==> config.mk <==
export PLATFORM = sky130hd
export DESIGN_NAME = decode_stage_flat
export DESIGN_NICKNAME = d
export VERILOG_FILES = /design/src/rtl/decode_stage_if.sv /design/src/rtl/decode_stage.sv /design/src/flat_wrapper.sv
export SDC_FILE = /design/constraint.sdc
export NUM_CORES = 1
export LEC_CHECK = 0
export ABC_AREA = 1
export BUFFER_PORTS_ARGS = -buffer_cell sky130_fd_sc_hd__buf_2
export CAP_MARGIN = 10
export CORE_UTILIZATION = 28
export DETAILED_ROUTE_END_ITERATION = 10
export PLACE_DENSITY = 0.49
export SLEW_MARGIN = 20
export SYNTH_ARGS = -nofsm -noshare
export SYNTH_HDL_FRONTEND = slang
export SYNTH_SLANG_ARGS = --single-unit
==> constraint.sdc <==
create_clock -name clk -period 3.2 [get_ports clk]
set_input_delay 0.96 -clock clk [delete_from_list [all_inputs] [get_ports clk]]
set_output_delay 0.96 -clock clk [all_outputs]
set_load 0.005 [all_outputs]
==> src/rtl/decode_stage_if.sv <==
// Fetch-to-execute decode channel: input handshake, flush, output bundle and counter.
// With SYSTEM_DECODE_EN defined, the bundle also carries out_ecall/out_ebreak.
interface decode_stage_if #(
  parameter int XLEN     = 32,
  parameter int ALU_OP_W = 3,
  parameter int CNT_W    = 16
);
  logic                in_valid;
  logic                in_ready;
  logic [31:0]         in_instr;
  logic [XLEN-1:0]     in_pc;
  logic                flush;
  logic                out_valid;
  logic                out_ready;
  logic [XLEN-1:0]     out_pc;
  logic [4:0]          out_rd;
  logic [4:0]          out_rs1;
  logic [4:0]          out_rs2;
  logic [2:0]          out_funct3;
  logic                out_funct7b5;
  logic [XLEN-1:0]     out_imm;
  logic                out_reg_write;
  logic                out_alu_src;
  logic                out_mem_write;
  logic                out_mem_read;
  logic                out_mem_to_reg;
  logic                out_branch;
  logic                out_jump;
  logic                out_jalr;
  logic                out_lui;
  logic [ALU_OP_W-1:0] out_alu_op;
  logic                out_illegal;
  logic [CNT_W-1:0]    decode_count;
`ifdef SYSTEM_DECODE_EN
  logic                out_ecall;
  logic                out_ebreak;
`endif

  modport master (
`ifdef SYSTEM_DECODE_EN
    input  out_ecall, out_ebreak,
`endif
    output in_valid, in_instr, in_pc, flush, out_ready,
    input  in_ready, out_valid, out_pc, out_rd, out_rs1, out_rs2, out_funct3,
           out_funct7b5, out_imm, out_reg_write, out_alu_src, out_mem_write,
           out_mem_read, out_mem_to_reg, out_branch, out_jump, out_jalr, out_lui,
           out_alu_op, out_illegal, decode_count
  );

  modport slave (
`ifdef SYSTEM_DECODE_EN
    output out_ecall, out_ebreak,
`endif
    input  in_valid, in_instr, in_pc, flush, out_ready,
    output in_ready, out_valid, out_pc, out_rd, out_rs1, out_rs2, out_funct3,
           out_funct7b5, out_imm, out_reg_write, out_alu_src, out_mem_write,
           out_mem_read, out_mem_to_reg, out_branch, out_jump, out_jalr, out_lui,
           out_alu_op, out_illegal, decode_count
  );
endinterface

==> src/rtl/decode_stage.sv <==
// Registered RV32/RV64 decode stage with valid/ready backpressure, flush, illegal
// detection and handoff counter. Define SYSTEM_DECODE_EN to decode ecall/ebreak.
module decode_stage #(
  parameter int XLEN     = 32,
  parameter int ALU_OP_W = 3,
  parameter int CNT_W    = 16
) (
  input logic           clk,
  input logic           rst,
  decode_stage_if.slave bus
);
  localparam logic [4:0] OP_LOAD   = 5'b00000;
  localparam logic [4:0] OP_IALU   = 5'b00100;
  localparam logic [4:0] OP_AUIPC  = 5'b00101;
  localparam logic [4:0] OP_STORE  = 5'b01000;
  localparam logic [4:0] OP_R      = 5'b01100;
  localparam logic [4:0] OP_LUI    = 5'b01101;
  localparam logic [4:0] OP_BRANCH = 5'b11000;
  localparam logic [4:0] OP_JALR   = 5'b11001;
  localparam logic [4:0] OP_JAL    = 5'b11011;
`ifdef SYSTEM_DECODE_EN
  localparam logic [4:0] OP_SYSTEM = 5'b11100;
`endif

  localparam logic [ALU_OP_W-1:0] ALU_ADD = ALU_OP_W'(3'b000);
  localparam logic [ALU_OP_W-1:0] ALU_BR  = ALU_OP_W'(3'b001);
  localparam logic [ALU_OP_W-1:0] ALU_R   = ALU_OP_W'(3'b010);
  localparam logic [ALU_OP_W-1:0] ALU_I   = ALU_OP_W'(3'b011);
  localparam logic [ALU_OP_W-1:0] ALU_U   = ALU_OP_W'(3'b101);

  typedef struct packed {
    logic                reg_write;
    logic                alu_src;
    logic                mem_write;
    logic                mem_read;
    logic                mem_to_reg;
    logic                branch;
    logic                jump;
    logic                jalr;
    logic                lui;
    logic [ALU_OP_W-1:0] alu_op;
    logic                illegal;
`ifdef SYSTEM_DECODE_EN
    logic                ecall;
    logic                ebreak;
`endif
    logic [XLEN-1:0]     imm;
  } ctrl_t;

  typedef struct packed {
    logic [XLEN-1:0] pc;
    logic [4:0]      rd;
    logic [4:0]      rs1;
    logic [4:0]      rs2;
    logic [2:0]      funct3;
    logic            funct7b5;
    ctrl_t           ctrl;
  } bundle_t;

  logic [31:0]      instr;
  logic [4:0]       opc;
  logic [31:0]      imm_i, imm_s, imm_b, imm_u, imm_j, imm32;
  ctrl_t            dec;
  bundle_t          nxt, held;
  logic             valid;
  logic             capture, handoff;
  logic [CNT_W-1:0] count;

  assign instr = bus.in_instr;
  assign opc   = instr[6:2];

  // Every immediate form keeps instr[31] as its sign bit, so build 32-bit forms first.
  assign imm_i = {{20{instr[31]}}, instr[31:20]};
  assign imm_s = {{20{instr[31]}}, instr[31:25], instr[11:7]};
  assign imm_b = {{19{instr[31]}}, instr[31], instr[7], instr[30:25], instr[11:8], 1'b0};
  assign imm_u = {instr[31:12], 12'b0};
  assign imm_j = {{11{instr[31]}}, instr[31], instr[19:12], instr[20], instr[30:21], 1'b0};

  always_comb begin
    dec   = '0;
    imm32 = '0;
    if (instr[1:0] != 2'b11) begin
      dec.illegal = 1'b1;
    end else begin
      case (opc)
        OP_R: begin
          dec.reg_write = 1'b1;
          dec.alu_op    = ALU_R;
        end
        OP_IALU: begin
          dec.alu_src   = 1'b1;
          dec.reg_write = 1'b1;
          dec.alu_op    = ALU_I;
          imm32         = imm_i;
        end
        OP_LOAD: begin
          dec.alu_src    = 1'b1;
          dec.reg_write  = 1'b1;
          dec.mem_read   = 1'b1;
          dec.mem_to_reg = 1'b1;
          dec.alu_op     = ALU_ADD;
          imm32          = imm_i;
        end
        OP_STORE: begin
          dec.alu_src   = 1'b1;
          dec.mem_write = 1'b1;
          dec.alu_op    = ALU_ADD;
          imm32         = imm_s;
        end
        OP_BRANCH: begin
          dec.branch = 1'b1;
          dec.alu_op = ALU_BR;
          imm32      = imm_b;
        end
        OP_JAL: begin
          dec.jump      = 1'b1;
          dec.reg_write = 1'b1;
          dec.alu_src   = 1'b1;
          dec.alu_op    = ALU_ADD;
          imm32         = imm_j;
        end
        OP_JALR: begin
          dec.jump      = 1'b1;
          dec.jalr      = 1'b1;
          dec.reg_write = 1'b1;
          dec.alu_src   = 1'b1;
          dec.alu_op    = ALU_ADD;
          imm32         = imm_i;
        end
        OP_LUI: begin
          dec.lui       = 1'b1;
          dec.alu_src   = 1'b1;
          dec.reg_write = 1'b1;
          dec.alu_op    = ALU_U;
          imm32         = imm_u;
        end
        OP_AUIPC: begin
          dec.alu_src   = 1'b1;
          dec.reg_write = 1'b1;
          dec.alu_op    = ALU_U;
          imm32         = imm_u;
        end
`ifdef SYSTEM_DECODE_EN
        OP_SYSTEM: begin
          imm32 = imm_i;
          if (instr[14:12] == 3'b000 && instr[31:20] == 12'h000)
            dec.ecall = 1'b1;
          else if (instr[14:12] == 3'b000 && instr[31:20] == 12'h001)
            dec.ebreak = 1'b1;
          else
            dec.illegal = 1'b1;
        end
`endif
        default: dec.illegal = 1'b1;
      endcase
    end
    dec.imm = XLEN'($signed(imm32));
  end

  always_comb begin
    nxt          = '0;
    nxt.pc       = bus.in_pc;
    nxt.rd       = instr[11:7];
    nxt.rs1      = instr[19:15];
    nxt.rs2      = instr[24:20];
    nxt.funct3   = instr[14:12];
    nxt.funct7b5 = instr[30];
    nxt.ctrl     = dec;
  end

  // The held bundle only reloads on capture, and capture needs in_ready, so a
  // stalled bundle stays put without a separate hold path.
  assign bus.in_ready = !valid || bus.out_ready;
  assign capture      = bus.in_valid && bus.in_ready && !bus.flush;
  assign handoff      = valid && bus.out_ready && !bus.flush;

  always_ff @(posedge clk) begin
    if (rst) begin
      valid <= 1'b0;
      held  <= '0;
      count <= '0;
    end else begin
      if (bus.flush)
        valid <= 1'b0;
      else if (capture) begin
        valid <= 1'b1;
        held  <= nxt;
      end else if (bus.out_ready)
        valid <= 1'b0;
      if (handoff)
        count <= count + CNT_W'(1);
    end
  end

  assign bus.out_valid      = valid;
  assign bus.out_pc         = held.pc;
  assign bus.out_rd         = held.rd;
  assign bus.out_rs1        = held.rs1;
  assign bus.out_rs2        = held.rs2;
  assign bus.out_funct3     = held.funct3;
  assign bus.out_funct7b5   = held.funct7b5;
  assign bus.out_imm        = held.ctrl.imm;
  assign bus.out_reg_write  = held.ctrl.reg_write;
  assign bus.out_alu_src    = held.ctrl.alu_src;
  assign bus.out_mem_write  = held.ctrl.mem_write;
  assign bus.out_mem_read   = held.ctrl.mem_read;
  assign bus.out_mem_to_reg = held.ctrl.mem_to_reg;
  assign bus.out_branch     = held.ctrl.branch;
  assign bus.out_jump       = held.ctrl.jump;
  assign bus.out_jalr       = held.ctrl.jalr;
  assign bus.out_lui        = held.ctrl.lui;
  assign bus.out_alu_op     = held.ctrl.alu_op;
  assign bus.out_illegal    = held.ctrl.illegal;
  assign bus.decode_count   = count;
`ifdef SYSTEM_DECODE_EN
  assign bus.out_ecall      = held.ctrl.ecall;
  assign bus.out_ebreak     = held.ctrl.ebreak;
`endif
endmodule

==> src/flat_wrapper.sv <==
// flat-port wrapper written by rule: the top's interface ports become plain ports
module decode_stage_flat 
#(
  parameter int XLEN     = 32,
  parameter int ALU_OP_W = 3,
  parameter int CNT_W    = 16
)
  (clk, rst, bus_in_valid, bus_in_instr, bus_in_pc, bus_flush, bus_out_ready, bus_in_ready, bus_out_valid, bus_out_pc, bus_out_rd, bus_out_rs1, bus_out_rs2, bus_out_funct3, bus_out_funct7b5, bus_out_imm, bus_out_reg_write, bus_out_alu_src, bus_out_mem_write, bus_out_mem_read, bus_out_mem_to_reg, bus_out_branch, bus_out_jump, bus_out_jalr, bus_out_lui, bus_out_alu_op, bus_out_illegal, bus_decode_count);
  decode_stage_if #(.XLEN(XLEN), .ALU_OP_W(ALU_OP_W), .CNT_W(CNT_W)) bus_i ();
  input logic clk;
  input logic rst;
  input wire logic [$bits(bus_i.in_valid)-1:0] bus_in_valid;
  input wire logic [$bits(bus_i.in_instr)-1:0] bus_in_instr;
  input wire logic [$bits(bus_i.in_pc)-1:0] bus_in_pc;
  input wire logic [$bits(bus_i.flush)-1:0] bus_flush;
  input wire logic [$bits(bus_i.out_ready)-1:0] bus_out_ready;
  output wire logic [$bits(bus_i.in_ready)-1:0] bus_in_ready;
  output wire logic [$bits(bus_i.out_valid)-1:0] bus_out_valid;
  output wire logic [$bits(bus_i.out_pc)-1:0] bus_out_pc;
  output wire logic [$bits(bus_i.out_rd)-1:0] bus_out_rd;
  output wire logic [$bits(bus_i.out_rs1)-1:0] bus_out_rs1;
  output wire logic [$bits(bus_i.out_rs2)-1:0] bus_out_rs2;
  output wire logic [$bits(bus_i.out_funct3)-1:0] bus_out_funct3;
  output wire logic [$bits(bus_i.out_funct7b5)-1:0] bus_out_funct7b5;
  output wire logic [$bits(bus_i.out_imm)-1:0] bus_out_imm;
  output wire logic [$bits(bus_i.out_reg_write)-1:0] bus_out_reg_write;
  output wire logic [$bits(bus_i.out_alu_src)-1:0] bus_out_alu_src;
  output wire logic [$bits(bus_i.out_mem_write)-1:0] bus_out_mem_write;
  output wire logic [$bits(bus_i.out_mem_read)-1:0] bus_out_mem_read;
  output wire logic [$bits(bus_i.out_mem_to_reg)-1:0] bus_out_mem_to_reg;
  output wire logic [$bits(bus_i.out_branch)-1:0] bus_out_branch;
  output wire logic [$bits(bus_i.out_jump)-1:0] bus_out_jump;
  output wire logic [$bits(bus_i.out_jalr)-1:0] bus_out_jalr;
  output wire logic [$bits(bus_i.out_lui)-1:0] bus_out_lui;
  output wire logic [$bits(bus_i.out_alu_op)-1:0] bus_out_alu_op;
  output wire logic [$bits(bus_i.out_illegal)-1:0] bus_out_illegal;
  output wire logic [$bits(bus_i.decode_count)-1:0] bus_decode_count;
  assign bus_i.in_valid = bus_in_valid;
  assign bus_i.in_instr = bus_in_instr;
  assign bus_i.in_pc = bus_in_pc;
  assign bus_i.flush = bus_flush;
  assign bus_i.out_ready = bus_out_ready;
  assign bus_in_ready = bus_i.in_ready;
  assign bus_out_valid = bus_i.out_valid;
  assign bus_out_pc = bus_i.out_pc;
  assign bus_out_rd = bus_i.out_rd;
  assign bus_out_rs1 = bus_i.out_rs1;
  assign bus_out_rs2 = bus_i.out_rs2;
  assign bus_out_funct3 = bus_i.out_funct3;
  assign bus_out_funct7b5 = bus_i.out_funct7b5;
  assign bus_out_imm = bus_i.out_imm;
  assign bus_out_reg_write = bus_i.out_reg_write;
  assign bus_out_alu_src = bus_i.out_alu_src;
  assign bus_out_mem_write = bus_i.out_mem_write;
  assign bus_out_mem_read = bus_i.out_mem_read;
  assign bus_out_mem_to_reg = bus_i.out_mem_to_reg;
  assign bus_out_branch = bus_i.out_branch;
  assign bus_out_jump = bus_i.out_jump;
  assign bus_out_jalr = bus_i.out_jalr;
  assign bus_out_lui = bus_i.out_lui;
  assign bus_out_alu_op = bus_i.out_alu_op;
  assign bus_out_illegal = bus_i.out_illegal;
  assign bus_decode_count = bus_i.decode_count;
  decode_stage #(.XLEN(XLEN), .ALU_OP_W(ALU_OP_W), .CNT_W(CNT_W)) u_core (.clk(clk), .rst(rst), .bus(bus_i));
endmodule
==> results.rst <==
.. list-table::
   :header-rows: 1

   * - Metric
     - Value
   * - Result of the run
     - complete, no violations
   * - Total wirelength of the detailed-routed design
     - 14.3 mm
   * - Proportion of register bits with asynchronous set or reset after synthesis
     - 0%
   * - Antenna violations before repair
     - 0
   * - Number of vias in the routed layout
     - 4,493
   * - Die Ht
     - 129 microns
   * - Number of DRC markers after the initial detailed-route iteration
     - 259
   * - Worst-Skew Late Latency
     - 350 ps
   * - Number of distinct library cell variants in the gate-level netlist after synthesis
     - 24
   * - Clock-pin slew reported for the worst setup and hold paths after clock tree synthesis
     - 80 ps
   * - DP Area
     - 5620 sq um
   * - Final Hold Slack
     - 464 ps
   * - Die X-Extent
     - 129 microns
   * - Detailed Routing Iterations Pass 1
     - 4
   * - Slew at the pin with the worst max-slew slack
     - 739 ps
   * - Kind of start point of the critical path
     - primary input
   * - CTS Buf Count
     - 9
   * - Internal
     - 0.00226 W
   * - Cell type contributing the most total cell area after synthesis
     - sky130_fd_sc_hd__dfxtp_1
   * - Worst rel slew slack
     - 50.6%
   * - Predominant post-synthesis flop cell
     - sky130_fd_sc_hd__dfxtp_1
   * - Fraction of final layout cells with drive strength greater than 1
     - 28.0%
   * - Data required time at the worst endpoint
     - 3470 ps
   * - Vias per cell
     - 4.42
   * - Crit path time final
     - 2290 ps
   * - Placeable core region
     - 15,800 sq um
   * - Clock group share of total power
     - 41.3%
   * - Worst clock skew
     - 11.1 ps
   * - Top post-synthesis cells by count
     - sky130_fd_sc_hd__nand2_1, sky130_fd_sc_hd__nor2_1, sky130_fd_sc_hd__dfxtp_1, sky130_fd_sc_hd__o21ai_0, sky130_fd_sc_hd__a21oi_1
   * - Maximum capacitance violations
     - 0
   * - Quantity of I/O buffers inserted on ports
     - 182
   * - Hold Violations, Final
     - 0
   * - Combined area of all synthesized cells
     - 4540 sq um
   * - H-tree lvl count
     - 3
   * - Clock buffer depth
     - 2
   * - Share of total power in combinational logic
     - 9.7%
   * - Die Outline Area
     - 16,700 sq um
   * - Detailed placer's ending HPWL
     - 9.92 mm
   * - FF+latch count, synth
     - 112
   * - Proportion of synthesized chip area in sequential cells
     - 49.4%
   * - IR Drop Worst-Case VDD
     - 0.268 mV
   * - Maximum number of pins on one net before global-route repair
     - 91
   * - Final setup violation count
     - 0
   * - Critical path peak fanout
     - 21
   * - Post-DR wirelength/cell
     - 14.1 microns
   * - Cell count after placement
     - 1,002
   * - Total net switching power
     - 0.000722 W
   * - Clock root buffer
     - sky130_fd_sc_hd__clkbuf_16
   * - Area fraction of the dominant cell type after synthesis
     - 49.4%
   * - Fin nets
     - 867
   * - Number of post-CTS setup repair buffers
     - 0
   * - Io pins
     - 183
   * - Crit path capture type
     - flop
   * - Final Power
     - 0.00299 W
   * - Total negative setup slack
     - 0 ps
   * - EDFF count, synth
     - 0
   * - Post-CTS Hold Buffers
     - 0
   * - Final worst path period share
     - 71.5%
   * - Routed Antenna Nets
     - 0
   * - Placer's final routability congestion estimate
     - 0.773
   * - Count of warnings emitted by yosys
     - 0
   * - Via count of the first global-routing pass
     - 4,002
   * - Register share of total power
     - 49.0%
   * - Filler cells
     - 1,754
   * - Number of remaining DRC errors
     - 0
   * - CP Data Arrival Time
     - 2560 ps
   * - Worst min-delay path class
     - reg -> reg
   * - Area growth from synthesis to layout
     - 30.9%
   * - Initial core utilization
     - 28.7%
   * - Synthesized area per cell
     - 7.19 sq um
   * - Core Rows
     - 46
   * - Pleak
     - 2.80 nW
   * - Cell area power density
     - 502 nW/um^2
   * - Final Max Tran Viols
     - 0
   * - Remaining global-route overflow
     - 0
   * - Maximum clock frequency
     - 437 MHz
   * - Ant. Diodes
     - 0
   * - Post-cts resize count
     - 0
   * - Area of all placed cells without fillers
     - 5940 sq um
   * - Filler-free cell count of the finished design
     - 1,017
   * - Most frequent cell after synthesis
     - sky130_fd_sc_hd__nand2_1
   * - First-pass GRT wire length
     - 21.8 mm
   * - Number of instances in the synthesized netlist
     - 631
   * - Net count of the mapped netlist
     - 701
   * - CTS tree
     - yes
   * - Unrepaired setup endpoints after global routing
     - false
   * - Clk sinks
     - 112
   * - Sw frac
     - 24.2%
   * - Critical path type
     - in -> reg
   * - Main area contributors after synthesis
     - sky130_fd_sc_hd__dfxtp_1, sky130_fd_sc_hd__nand2_1, sky130_fd_sc_hd__nor2_1
   * - Total Routing Usage GR
     - 17.1%
==> cell usage in the layout, fill, tap and decap left out, drive strengths merged <==
cell    instances
nand2         148
clkinv          4
xor2            1
nand3          44
clkbuf         11
a21oi          55
buf           189
a211oi          2
inv            34
bufinv          2
o21ai          64
nor2          129
ha              1
dfxtp         112
a22oi           2
nor3            2
o21bai          1
==> logic make-up (layout without fill, tap and decap cells) <==
group / Yosys count / after routing / synth area share (%)
xor gates and xnor gates: 1 / 1 / 0.193
adders and majority gates: 1 / 1 / 0.276
DFF: 112 / 112 / 49.4
AOI/OAI and AO/OA: 124 / 124 / 14.0
and+or+nand+nor: 323 / 323 / 29.5
buffers and inverters: 70 / 240 / 6.59
==> per-stage QoR <==
step / worst slack (ps) / utilization [%]
3_3_place_gp: 612 / 35.5
5_1_grt: 690 / 37.5
3_5_place_dp: 590 / 35.5
4_1_cts: 917 / 37.5
6_report: 911 / 37.5
2_1_floorplan: 1180 / -
==> layout make-up <==
class	count	area, sq um	share of cell area [%]
clock buffers	11	243	4.09
flip-flops and latches	112	2240	37.7
well taps	216	270	4.55
clock inverters	4	77.6	1.31
repair buffers	189	976	16.4
multi-input cells	449	2000	33.6
inverters	36	135	2.27
==> final timing paths <==
path	start	endpoint	slack, ps	cells past startpoint
worst max-delay path	bus_in_instr[2]	u_core.bus.out_imm[25]	910	8
worst min-delay path	u_core.bus.out_alu_op[1]	u_core.bus.out_alu_op[1]	460	2
worst max register to register	u_core.bus.decode_count[0]	u_core.bus.decode_count[14]	1580	10
worst min register to register	u_core.bus.out_alu_op[1]	u_core.bus.out_alu_op[1]	460	2
==> worst max-delay path: stages <==
cell and delay (ps):
sky130_fd_sc_hd__buf_2 140, sky130_fd_sc_hd__nor2_4 180, sky130_fd_sc_hd__nand3_1 170, sky130_fd_sc_hd__nand3_1 170
sky130_fd_sc_hd__nand2_1 460, sky130_fd_sc_hd__nand3_1 270, sky130_fd_sc_hd__nand2_1 80, sky130_fd_sc_hd__a21oi_1 120
==> power groups by stage <==
stage                     Clock (W)  Combinational (W)  Sequential (W)
after floorplan                   0           0.000143         0.00150
after global placement            0           0.000295         0.00149
after detailed placement          0           0.000295         0.00149
after CTS                   0.00128           0.000297         0.00146
after global routing        0.00133           0.000330         0.00147
final                       0.00123           0.000291         0.00146
==> per-layer routing <==
metal  up-vias  part of all wire [%]  global-route usage (%)
li1       2356                     -                       -
met1      2005                    48                    23.5
met2       117                    44                    26.6
met3        15                   5.6                    3.10
met4         0                   1.8                    6.78
met5         -                     0                       0
Note: power is estimated with default switching activity, not from simulation.
